[src/rtl/ddy_obegi.sv]
`default_nettype none
// ==========================================================================
// ddy_obegi : machine-mode CSR file with 64-bit cycle/instret counters
// Revision  : 1.0
// ==========================================================================
module ddy_obegi #(
  parameter logic [31:0] HART_KIMLIK     = 32'h0000_0000,
  parameter logic [31:0] MTVEC_BASLANGIC = 32'h0000_0000,
  parameter logic [31:0] MISA_DEGER      = 32'h4000_0100
) (
  input  logic        clk_g,
  input  logic        rst_g,
  input  logic        ddy_yaz_g,
  input  logic [11:0] ddy_yaz_hedef_g,
  input  logic [31:0] ddy_yaz_veri_g,
  input  logic        yoy_gecerli_g,
  input  logic [11:0] ddy_oku_adres_g,
  output logic [31:0] ddy_oku_veri_c,
  output logic        ddy_oku_gecersiz_c,
  output logic [31:0] ddy_mtvec_c,
  output logic [31:0] ddy_mepc_c,
  output logic        ddy_mie_c
);

  localparam logic [11:0] C_MSTATUS   = 12'h300;
  localparam logic [11:0] C_MISA      = 12'h301;
  localparam logic [11:0] C_MTVEC     = 12'h305;
  localparam logic [11:0] C_MSCRATCH  = 12'h340;
  localparam logic [11:0] C_MEPC      = 12'h341;
  localparam logic [11:0] C_MCAUSE    = 12'h342;
  localparam logic [11:0] C_MCYCLE    = 12'hB00;
  localparam logic [11:0] C_MINSTRET  = 12'hB02;
  localparam logic [11:0] C_MCYCLEH   = 12'hB80;
  localparam logic [11:0] C_MINSTRETH = 12'hB82;
  localparam logic [11:0] C_CYCLE     = 12'hC00;
  localparam logic [11:0] C_TIME      = 12'hC01;
  localparam logic [11:0] C_INSTRET   = 12'hC02;
  localparam logic [11:0] C_CYCLEH    = 12'hC80;
  localparam logic [11:0] C_TIMEH     = 12'hC81;
  localparam logic [11:0] C_INSTRETH  = 12'hC82;
  localparam logic [11:0] C_MHARTID   = 12'hF14;

  logic [63:0] mcycle_q, mcycle_d;
  logic [63:0] minstret_q, minstret_d;
  logic [31:0] mscratch_q, mscratch_d;
  logic [31:0] mepc_q, mepc_d;
  logic [31:0] mcause_q, mcause_d;
  logic [31:0] mtvec_q, mtvec_d;
  logic        mie_q, mie_d;
  logic        mpie_q, mpie_d;

  always_comb begin
    mcycle_d   = mcycle_q + 64'd1;
    minstret_d = minstret_q + {63'd0, yoy_gecerli_g};
    mscratch_d = mscratch_q;
    mepc_d     = mepc_q;
    mcause_d   = mcause_q;
    mtvec_d    = mtvec_q;
    mie_d      = mie_q;
    mpie_d     = mpie_q;
    if (ddy_yaz_g) begin
      case (ddy_yaz_hedef_g)
        C_MSTATUS: begin
          mie_d  = ddy_yaz_veri_g[3];
          mpie_d = ddy_yaz_veri_g[7];
        end
        C_MTVEC:    mtvec_d    = {ddy_yaz_veri_g[31:2], 2'b00};
        C_MSCRATCH: mscratch_d = ddy_yaz_veri_g;
        C_MEPC:     mepc_d     = {ddy_yaz_veri_g[31:2], 2'b00};
        C_MCAUSE:   mcause_d   = ddy_yaz_veri_g;
        // Low-half write freezes the counter; high-half write drops the low carry.
        C_MCYCLE:   mcycle_d   = {mcycle_q[63:32], ddy_yaz_veri_g};
        C_MCYCLEH:  mcycle_d   = {ddy_yaz_veri_g, mcycle_q[31:0] + 32'd1};
        C_MINSTRET: minstret_d = {minstret_q[63:32], ddy_yaz_veri_g};
        C_MINSTRETH: minstret_d = {ddy_yaz_veri_g,
                                   minstret_q[31:0] + {31'd0, yoy_gecerli_g}};
        default: ;
      endcase
    end
  end

  always_ff @(posedge clk_g or posedge rst_g) begin
    if (rst_g) begin
      mcycle_q   <= 64'd0;
      minstret_q <= 64'd0;
      mscratch_q <= 32'd0;
      mepc_q     <= 32'd0;
      mcause_q   <= 32'd0;
      mtvec_q    <= MTVEC_BASLANGIC;
      mie_q      <= 1'b0;
      mpie_q     <= 1'b0;
    end else begin
      mcycle_q   <= mcycle_d;
      minstret_q <= minstret_d;
      mscratch_q <= mscratch_d;
      mepc_q     <= mepc_d;
      mcause_q   <= mcause_d;
      mtvec_q    <= mtvec_d;
      mie_q      <= mie_d;
      mpie_q     <= mpie_d;
    end
  end

  always_comb begin
    ddy_oku_veri_c     = 32'd0;
    ddy_oku_gecersiz_c = 1'b0;
    case (ddy_oku_adres_g)
      C_MSTATUS:                   ddy_oku_veri_c = {24'd0, mpie_q, 3'd0, mie_q, 3'd0};
      C_MISA:                      ddy_oku_veri_c = MISA_DEGER;
      C_MTVEC:                     ddy_oku_veri_c = mtvec_q;
      C_MSCRATCH:                  ddy_oku_veri_c = mscratch_q;
      C_MEPC:                      ddy_oku_veri_c = mepc_q;
      C_MCAUSE:                    ddy_oku_veri_c = mcause_q;
      C_MCYCLE, C_CYCLE, C_TIME:   ddy_oku_veri_c = mcycle_q[31:0];
      C_MCYCLEH, C_CYCLEH, C_TIMEH: ddy_oku_veri_c = mcycle_q[63:32];
      C_MINSTRET, C_INSTRET:       ddy_oku_veri_c = minstret_q[31:0];
      C_MINSTRETH, C_INSTRETH:     ddy_oku_veri_c = minstret_q[63:32];
      C_MHARTID:                   ddy_oku_veri_c = HART_KIMLIK;
      default:                     ddy_oku_gecersiz_c = 1'b1;
    endcase
  end

  assign ddy_mtvec_c = mtvec_q;
  assign ddy_mepc_c  = mepc_q;
  assign ddy_mie_c   = mie_q;

endmodule
`default_nettype wire

[config.mk]
export PLATFORM = sky130hd
export DESIGN_NAME = ddy_obegi
export DESIGN_NICKNAME = d
export VERILOG_FILES = /design/src/rtl/ddy_obegi.sv
export SDC_FILE = /design/constraint.sdc
export NUM_CORES = 1
export LEC_CHECK = 0
export CORE_MARGIN = 2
export CORE_UTILIZATION = 40
export CTS_BUF_LIST = sky130_fd_sc_hd__clkbuf_4
export DETAILED_ROUTE_END_ITERATION = 12
export GPL_ROUTABILITY_DRIVEN = 0
export PLACE_DENSITY_LB_ADDON = 0.08
export SLEW_MARGIN = 40
export SYNTH_ARGS = -nofsm -noshare
export SYNTH_HDL_FRONTEND = slang
export SYNTH_SLANG_ARGS = --single-unit
[constraint.sdc]
create_clock -name clk_g -period 21.2 [get_ports clk_g]
set_clock_uncertainty 0.15 [all_clocks]
set_input_delay 4.24 -clock clk_g [delete_from_list [all_inputs] [get_ports clk_g]]
set_output_delay 4.24 -clock clk_g [all_outputs]
set_load 0.05 [all_outputs]
==> results of run 1 <==
==> layer usage <==
metal | wire [um] | vias to the layer above | track usage
li1 | - | 5860 | -
met1 | 24900 | 6529 | 0.427
met2 | 23300 | 655 | 0.406
met3 | 6420 | 76 | 0.106
met4 | 1000 | 0 | 0.0687
met5 | 0 | - | 0
==> through the flow <==
step / std cells / utilization
6_report: 2129 / 0.487
5_1_grt: 2128 / 0.487
4_1_cts: 2126 / 0.486
3_5_place_dp: 2001 / 0.460
3_3_place_gp: 2000 / 0.459
2_1_floorplan: 1465 / -
==> worst max path at each step <==
stage	start	end	slack, ns	depth (start not counted)
global route	ddy_oku_adres_g[10]	ddy_oku_veri_c[31]	9.13	10
global placement	ddy_oku_adres_g[10]	ddy_oku_veri_c[31]	9.35	10
finish	ddy_oku_adres_g[10]	ddy_oku_veri_c[12]	9.27	10
detailed placement	ddy_oku_adres_g[10]	ddy_oku_veri_c[31]	9.34	10
floorplan	ddy_oku_adres_g[0]	ddy_oku_gecersiz_c	9.38	5
CTS	ddy_oku_adres_g[10]	ddy_oku_veri_c[31]	9.32	10
==> logic make-up (layout without fill, tap and decap cells) <==
group / after synthesis / in the layout
and+or+nand+nor: 534 / 534
AOI/OAI and AO/OA: 311 / 311
DFF: 254 / 254
muxes: 171 / 171
buffers and inverters: 121 / 321
xor gates and xnor gates: 67 / 67
adders and majority gates: 3 / 3
other: 1 / 7
==> layout make-up <==
class	count	area, um^2	area share
Clock buffer	105	788	0.0455
Inverter	19	83.8	0.00484
Multi-Input combinational cell	1090	7640	0.441
Sequential cell	254	6360	0.367
Clock inverter	20	143	0.00824
Antenna cell	3	7.51	0.000434
Timing Repair Buffer	177	1720	0.0993
Tap cell	461	577	0.0333
==> worst max-delay path, cell delays in order <==
cell and delay (ns):
clkdlybuf4s50_1 0.49, or3b_2 0.48, o21ai_0 0.08, and3_1 0.16
buf_4 0.36, nor2b_2 0.22, buf_4 0.33, a222oi_1 0.17
nand3_1 0.17, clkdlybuf4s50_1 0.81
==> flip-flops by register name (all words and copies together), names as in the netlist <==
signal / cells
ddy_mepc_c: 30
ddy_mie_c: 1
ddy_mtvec_c: 30
mcause_q: 32
mcycle_q: 64
minstret_q: 64
mpie_q: 1
mscratch_q: 32
==> power breakdown <==
part	switching, uW	leakage (uW)	internal, uW
registers	27.3	0.00339	500
clock network	228	0.000548	252
logic	50.8	0.00334	30.7
==> synthesized netlist by cell type, types with 5 or more instances <==
master	number
dfrtp_1	254
nand2_1	177
mux2_2	165
nor2_1	79
o21ai_0	77
nand3_1	76
clkbuf_1	72
a21oi_1	48
a222oi_1	42
nand4_1	36
xnor2_1	34
xor2_1	33
and3_1	29
a22o_1	26
nor3_1	24
inv_1	19
buf_2	18
nor4_1	18
o32ai_1	17
a22oi_1	16
and4_1	16
and2_1	15
a211oi_1	13
nor2b_1	11
o41ai_1	11
o221a_2	8
a311oi_1	7
buf_1	7
a31oi_1	6
nor3b_1	6
o22ai_1	6
o31ai_1	6
nor4b_1	5
==> flow_summary_export.csv, run 1 <==
group,metric,value,unit
outcome,outcome,"finished clean",
global_route,first_pass_grt_wire_length,82.6,mm
drt,detailedRoute.firstIterationViolations,1636,
die,start_util,0.406,
die,fp.dieH,194,um
setup_path,crit_path_start_kind,"input pin",
setup_path,crit-reg2reg-capture,"mcycle_q[56]",
synthesis,proportion_of_synthesized_area_in_mux_cells,0.133,
timing,maxSlewHeadroom,0.317,
synthesis,avg_inst_size_synth,9.87,um^2
die,fp.coreArea,35600,um^2
global_route,grt_use_total,0.291,
cts,ctsHtreeMaxLevel,3,
timing,hold_slack,0.341,ns
timing,timing.final.ws_setup,9.27,ns
finish,layout.cells.most_common_list,"dfrtp_1 (254), nand2_1 (175), mux2_2 (165)",
synthesis,mappedNetlistArea,14400,um^2
cts,clk_transition_reported_paths,0.06,ns
cts,clock_latency,0.78,ns
synthesis,portion_of_synthesized_cell_area_occupied_by_the_leading_cell_type,0.441,
synthesis,synth_xor_xnor_area_share,0.0407,
drt,via_count,13120,
flow_run,cap_viol_max_count,0,
synthesis,synth_area_leaders,"dfrtp_1 (44%), mux2_2 (13%), nand2_1 (4.6%), a222oi_1 (2.9%), o21ai_0 (2.7%)",
finish,fraction_of_layout_instances_using_a_drive_strength_above_1,0.205,
placed_design,pre_cts_slack,9.34,ns
drt,route.detailed.drc,0,
cts,max-clock-path-buffers,3,
cts,root_buffer,"clkbuf_4",
drt,route.antenna.remaining_nets,0,
power_and_ir_drop,fin_total_pwr,1090,uW
die,die_width,194,um
setup_path,rrSetupSlack,17.68,ns
cts,postCtsResizedCells,0,
timing,timing_max_transition_violations_final,0,
synthesis,synth_adder_area_share,0.00260,
timing,fin_crit_sh,0.563,
timing,number_of_endpoints_failing_setup_at_the_final_stage,0,
setup_path,critical_path.endpoint_type,"output pin",
drt,drt-wirelength-per-cell,26.1,um
setup_path,timing_worst_setup_path_type,"input pin to output pin",
drt,avgViaCountPerCell,6.16,
drt,drt_pass1_iterations,10,
global_route,grt_pass1_vias,12583,
timing,layout_min_cycle_time,11.93,ns
setup_path,reg2reg_from,"mcycle_q[7]",
timing,max_slew.worst_pin.slew,1.01,ns
global_route,grt_max_degree,122,
synthesis,synthesized_area_fraction_occupied_by_ao_oa_aoi_and_oai_cells,0.155,
timing,setup_total_negative_slack,0,ns
setup_path,worstPathArrival,7.54,ns
cts,clock-sinks,254,
cts,cts_setup_buffers,0,
die,row_count,69,
synthesis,post-synth-top-area-cell,"dfrtp_1",
synthesis,synthesis_warning_total,0,
synthesis,postSynthRegisterBits,254,
cts,cts_made_buffers,75,
synthesis,main_combinational_cell_family_by_area_after_synthesis,"simple AND/OR/NAND/NOR gates",
finish,layout.cells.most_common,"dfrtp_1",
hold_path,worstHoldPathType,"register to register",
global_route,number_of_antenna_violations_at_the_first_check_in_global_routing,4,
die,floorplan.io_pins,158,
power_and_ir_drop,powerDensity,62.9,nW/um^2
synthesis,yosys_most_used_dff,"dfrtp_1",
synthesis,synth_cell_types,75,
placed_design,placement.io_buffers,153,
setup_path,path_max_fanout,34,
setup_path,reg2reg_depth,6,
cts,cts_hold_buffers,0,
synthesis,post_synth_and_or_nand_nor_area_fraction,0.193,
synthesis,synth.yosys.seq_area_share,0.441,
finish,finalInstanceArea,17300,um^2
placed_design,total_half_perimeter_wirelength_after_legalization_and_detailed_placement,38.9,mm
timing,clock.fmax,0.0838,GHz
global_route,globalRouteOverflowTotal,0,
synthesis,async_flop_share,1.00,
cts,cts_tree,"yes",
placed_design,placed_area,16400,um^2
finish,num-nets-final,1680,
hold_path,worstHoldEndpoint,"mcause_q[31]",
die,die_area,37600,um^2
drt,routed_wirelength,55.5,mm
finish,flow.area_growth_from_synthesis,20.0,%
timing,rsz0062_at_grt,"no",
power_and_ir_drop,ir_drop,0.0424,mV
hold_path,worst_hold_path.num_cells,1,
finish,filler_cells_inserted,3402,
setup_path,cp_data_required_time,16.81,ns
timing,report.final.hold_viol_count,0,
hold_path,min_from,"mcause_q[31]",
power_and_ir_drop,leakage,0.00727,uW
synthesis,synth_enable_flop_cells,0,
synthesis,synthesis.instances,1462,
Power figures use the tool's default switching activity.
==> run 2, diff against run 1 <==
- clock period: 21.2 -> 10.6 ns (I/O delays scaled with it)
==> run 2 against run 1 <==
Effect of this change: sequential power is 99% higher; worst hold slack better by 0.0055 ns; setup slack worse by 6.4 ns; critical path type unchanged.
==> flow_summary_export.csv, run 2 (synthesized netlist as in run 1, its figures left out) <==
group,metric,value,unit
outcome,outcome,"finished clean",
cts,clk_transition_reported_paths,0.06,ns
setup_path,setup.worst_path.end,"ddy_oku_veri_c[31]",
die,fp.dieH,194,um
finish,layout.cells.most_common,"dfrtp_1",
global_route,globalRouteOverflowTotal,0,
cts,cts_hold_buffers,0,
cts,clock-sinks,254,
setup_path,cp_data_required_time,8.33,ns
cts,cts_tree,"yes",
finish,layout.cells.most_common_list,"dfrtp_1 (254), nand2_1 (175), mux2_2 (165)",
die,floorplan.io_pins,158,
placed_design,dp_cells,2001,
timing,report.final.hold_viol_count,0,
placed_design,placement.io_buffers,153,
drt,drt_pass1_iterations,8,
setup_path,reg2reg_depth,6,
setup_path,crit_path_start_kind,"input pin",
cts,ctsHtreeMaxLevel,3,
global_route,number_of_antenna_violations_at_the_first_check_in_global_routing,1,
die,start_util,0.406,
power_and_ir_drop,clock_power_share,0.426,
timing,layout_min_cycle_time,7.72,ns
finish,layout_top_registers,"mcycle_q: 64 flops, minstret_q: 64 flops",
timing,clock.fmax,0.130,GHz
global_route,grt_use_total,0.293,
power_and_ir_drop,leakage,0.00724,uW
timing,max_slew.worst_pin.slew,0.847,ns
timing,timing_max_transition_violations_final,0,
global_route,first_pass_grt_wire_length,83.8,mm
setup_path,crit-reg2reg-capture,"mcycle_q[56]",
cts,max-clock-path-buffers,3,
placed_design,pre_cts_slack,2.95,ns
setup_path,critical_path.endpoint_type,"output pin",
setup_path,worstPathArrival,5.45,ns
finish,filler_cells_inserted,3454,
setup_path,reg2reg_from,"mcycle_q[7]",
drt,routed_wirelength,55.7,mm
setup_path,path_max_fanout,34,
power_and_ir_drop,p_int,1520,uW
timing,fin_crit_sh,0.728,
power_and_ir_drop,sw_frac,0.281,
power_and_ir_drop,power.share.sequential,0.497,
die,fp.coreArea,35600,um^2
power_and_ir_drop,switchingPower,596,uW
timing,number_of_endpoints_failing_setup_at_the_final_stage,0,
timing,timing.final.ws_setup,2.88,ns
hold_path,min_from,"mcause_q[30]",
finish,flow.area_growth_from_synthesis,19.6,%
cts,cts_setup_buffers,0,
timing,maxSlewHeadroom,0.430,
cts,root_buffer,"clkbuf_4",
flow_run,cap_viol_max_count,0,
timing,hold_slack,0.347,ns
finish,fraction_of_layout_instances_using_a_drive_strength_above_1,0.203,
power_and_ir_drop,power.combinational.fraction,0.077,
timing,rsz0062_at_grt,"no",
die,die_width,194,um
cts,clock_latency,0.75,ns
drt,route.detailed.drc,0,
global_route,grt_pass1_vias,12654,
setup_path,rrSetupSlack,7.11,ns
finish,finalInstanceArea,17300,um^2
die,row_count,69,
hold_path,worstHoldPathType,"register to register",
power_and_ir_drop,powerDensity,123,nW/um^2
drt,drt-wirelength-per-cell,26.3,um
die,die_area,37600,um^2
timing,setup_total_negative_slack,0,ns
global_route,grt_max_degree,92,
hold_path,worst_hold_path.num_cells,1,
drt,via_count,13280,
drt,route.antenna.remaining_nets,0,
finish,num-nets-final,1678,
finish,final_cells,2120,
cts,postCtsResizedCells,0,
placed_design,total_half_perimeter_wirelength_after_legalization_and_detailed_placement,38.9,mm
setup_path,critical_path.startpoint,"ddy_oku_adres_g[10]",
drt,avgViaCountPerCell,6.26,
cts,cts_made_buffers,73,
setup_path,timing_worst_setup_path_type,"input pin to output pin",
drt,detailedRoute.firstIterationViolations,1681,
power_and_ir_drop,ir_drop,0.0626,mV
placed_design,placed_area,16400,um^2
-- run 2: cell count changes in the layout (fill, tap and decap cells not counted), moves of 2 or more --
cell,change
clkbuf_4,-3
buf_6,-2
clkinv_1,-2
clkinv_4,-2
diode_2,-2
-- run 2: through the flow --
| stage | utilization | power (uW) |
|---|---|---|
| 6_report | 0.485 | 2120 |
| 5_1_grt | 0.485 | 2220 |
| 4_1_cts | 0.485 | 2140 |
| 3_5_place_dp | 0.461 | 1230 |
| 3_3_place_gp | 0.459 | 1230 |
| 2_1_floorplan | - | 1130 |
-- run 2: cell type report --
class	instances	area [um^2]	share of cell area
Antenna cell	1	2.50	0.000145
Clock inverter	16	93.8	0.00544
Sequential cell	254	6360	0.368
Multi-Input combinational cell	1090	7640	0.443
Clock buffer	102	766	0.0444
Inverter	19	78.8	0.00457
Tap cell	461	577	0.0334
Timing Repair Buffer	177	1740	0.101
-- run 2: power by group through the flow --
stage	Sequential (uW)	Combinational, uW	Clock [uW]
after global routing	1060	179	984
final	1050	163	904
after global placement	1070	159	0
after floorplan	1050	84.1	0
after detailed placement	1070	163	0
after CTS	1050	163	925
-- run 2: routing by layer --
layer / part of all wire / wire length (um) / up-vias / global-route usage
met5: 0 / 0 / - / 0
met4: 0.018 / 986 / 0 / 0.0774
met3: 0.094 / 5230 / 67 / 0.0664
met2: 0.42 / 23400 / 609 / 0.409
met1: 0.47 / 26100 / 6772 / 0.452
li1: - / - / 5832 / -
-- run 2: worst min-delay path by stage --
| stage | to | slack [ns] |
|---|---|---|
| 5_1_grt | mscratch_q[23] | 0.37 |
| 3_5_place_dp | mcause_q[30] | 0.33 |
| 6_report | mcause_q[30] | 0.35 |
| 2_1_floorplan | mcause_q[31] | 0.31 |
| 3_3_place_gp | mcause_q[31] | 0.32 |
| 4_1_cts | mcause_q[30] | 0.35 |
-- run 2: worst max-delay path, stage by stage --
cell	delay [ns]
clkdlybuf4s50_1	0.49
or3b_2	0.47
o21ai_0	0.08
and3_1	0.16
buf_4	0.36
nor2b_2	0.21
buf_4	0.35
a222oi_1	0.16
nand3_1	0.19
clkdlybuf4s50_1	0.82
==> run 3, diff against run 2 <==
- clock period: 10.6 -> 6.2 ns (I/O delays scaled with it)
==> run 3 against run 2 <==
Effect of this change: global-route usage up 0.25 points; count of clock-buffer cells in the layout up 2; design area up 2.0%; sequential share of layout area down 0.74 points; utilization up 0.99 points; total power up 72%; critical endpoint unchanged.
==> flow_summary_export.csv, run 3 (synthesized netlist as in run 1, its figures left out) <==
group,metric,value,unit
setup_path,path_max_fanout,34,
timing,maxSlewHeadroom,0.404,
power_and_ir_drop,leakage,0.00741,uW
placed_design,placement.io_buffers,153,
drt,drt-wirelength-per-cell,26.2,um
drt,detailedRoute.firstIterationViolations,1619,
timing,setup_total_negative_slack,0,ns
global_route,first_pass_grt_wire_length,83.7,mm
finish,layout.cells.most_common,"dfrtp_1",
drt,routed_wirelength,55.7,mm
hold_path,min_from,"mcause_q[30]",
drt,drt_pass1_iterations,10,
setup_path,reg2reg_depth,6,
finish,flow.area_growth_from_synthesis,22.1,%
timing,rsz0062_at_grt,"no",
die,start_util,0.406,
drt,route.detailed.drc,0,
outcome,outcome,"finished clean",
finish,fraction_of_layout_instances_using_a_drive_strength_above_1,0.224,
finish,final_cells,2127,
setup_path,reg2reg_from,"minstret_q[31]",
timing,hold_slack,0.340,ns
placed_design,dp_cells,2003,
global_route,grt_use_total,0.296,
placed_design,total_half_perimeter_wirelength_after_legalization_and_detailed_placement,39.3,mm
power_and_ir_drop,ir_drop,0.117,mV
global_route,number_of_antenna_violations_at_the_first_check_in_global_routing,5,
hold_path,worstHoldEndpoint,"mcause_q[30]",
cts,root_buffer,"clkbuf_4",
finish,layout_top_registers,"mcycle_q: 64 flops, minstret_q: 64 flops",
global_route,globalRouteOverflowTotal,0,
setup_path,cp_data_required_time,4.81,ns
die,die_area,37600,um^2
timing,report.final.hold_viol_count,0,
cts,cts_hold_buffers,0,
global_route,grt_pass1_vias,12877,
timing,timing_max_transition_violations_final,0,
cts,postCtsResizedCells,0,
finish,filler_cells_inserted,3376,
finish,finalInstanceArea,17600,um^2
power_and_ir_drop,fin_total_pwr,3640,uW
cts,clock-sinks,254,
timing,max_slew.worst_pin.slew,0.887,ns
global_route,grt_max_degree,147,
timing,layout_min_cycle_time,5.33,ns
cts,clock_latency,0.77,ns
placed_design,placed_area,16700,um^2
finish,layout.cells.most_common_list,"dfrtp_1 (254), nand2_1 (177), mux2_2 (165)",
cts,cts_made_buffers,74,
die,floorplan.io_pins,158,
drt,via_count,13199,
die,die_width,194,um
setup_path,crit-reg2reg-capture,"minstret_q[59]",
drt,route.antenna.remaining_nets,0,
die,fp.dieH,194,um
setup_path,critical_path.startpoint,"ddy_oku_adres_g[1]",
setup_path,worstPathArrival,3.94,ns
setup_path,critical_path.endpoint_type,"output pin",
drt,avgViaCountPerCell,6.21,
setup_path,timing_worst_setup_path_type,"input pin to output pin",
setup_path,rrSetupSlack,2.81,ns
flow_run,cap_viol_max_count,0,
cts,max-clock-path-buffers,3,
cts,cts_tree,"yes",
power_and_ir_drop,powerDensity,207,nW/um^2
die,row_count,69,
cts,cts_setup_buffers,0,
cts,clk_transition_reported_paths,0.06,ns
timing,number_of_endpoints_failing_setup_at_the_final_stage,0,
setup_path,crit_path_start_kind,"input pin",
cts,ctsHtreeMaxLevel,3,
hold_path,worst_hold_path.num_cells,1,
die,fp.coreArea,35600,um^2
timing,clock.fmax,0.188,GHz
timing,fin_crit_sh,0.859,
hold_path,worstHoldPathType,"register to register",
finish,num-nets-final,1682,
==> run 3: cell types whose count changed in the layout (fill, tap and decap cells not counted), moves of 2 or more <==
cell,previous run,this run
buf_12,1,30
buf_4,22,24
clkbuf_4,102,104
clkdlybuf4s50_1,151,120
clkinv_1,11,9
diode_2,1,5
nand2_1,175,177
nand2_2,2,0
nor4_1,18,16
nor4_2,4,6
==> run 3: power by group <==
part           leakage [uW]  total (uW)  internal [uW]  switching (uW)
registers           0.00339        1800           1710            95.4
clock network      0.000520        1550            803             750
logic               0.00350         285            108             177
total               0.00741        3640           2620            1020
==> run 3: metal layers <==
metal | share of wire | GRT usage | wire length, um
met5 | 0.00020 | 0 | 11
met4 | 0.025 | 0.0861 | 1370
met3 | 0.12 | 0.110 | 6510
met2 | 0.42 | 0.414 | 23500
met1 | 0.44 | 0.424 | 24300
==> run 3: per-stage QoR <==
stage	setup WS, ns	util
floorplan	0.382	-
global placement	0.685	0.468
detailed placement	0.929	0.470
CTS	0.920	0.494
global route	0.741	0.495
finish	0.873	0.495
==> run 3: layout make-up <==
type	count	area [um^2]	share of cell area
Antenna cell	5	12.5	0.000711
Timing Repair Buffer	180	2070	0.118
Tap cell	461	577	0.0328
Inverter	19	75.1	0.00426
Clock inverter	14	82.6	0.00469
Multi-Input combinational cell	1090	7650	0.435
Sequential cell	254	6360	0.361
Clock buffer	104	781	0.0443
==> run 3: worst max path at each step <==
| stage | endpoint | slack (ns) | cells past startpoint |
|---|---|---|---|
| final | ddy_oku_veri_c[31] | 0.87 | 10 |
| after detailed placement | ddy_oku_veri_c[0] | 0.93 | 7 |
| after global placement | ddy_oku_veri_c[31] | 0.69 | 8 |
| after floorplan | ddy_oku_gecersiz_c | 0.38 | 5 |
| after CTS | ddy_oku_veri_c[0] | 0.92 | 7 |
| after global routing | ddy_oku_veri_c[0] | 0.74 | 7 |
==> run 3: worst max-delay path, cell delays in order <==
cell,delay [ns]
clkdlybuf4s50_1,0.60
nor4b_1,0.38
nand2_1,0.12
a21oi_2,0.11
buf_4,0.38
nor2b_2,0.22
buf_4,0.32
a22oi_1,0.14
nand3_1,0.21
buf_12,0.17
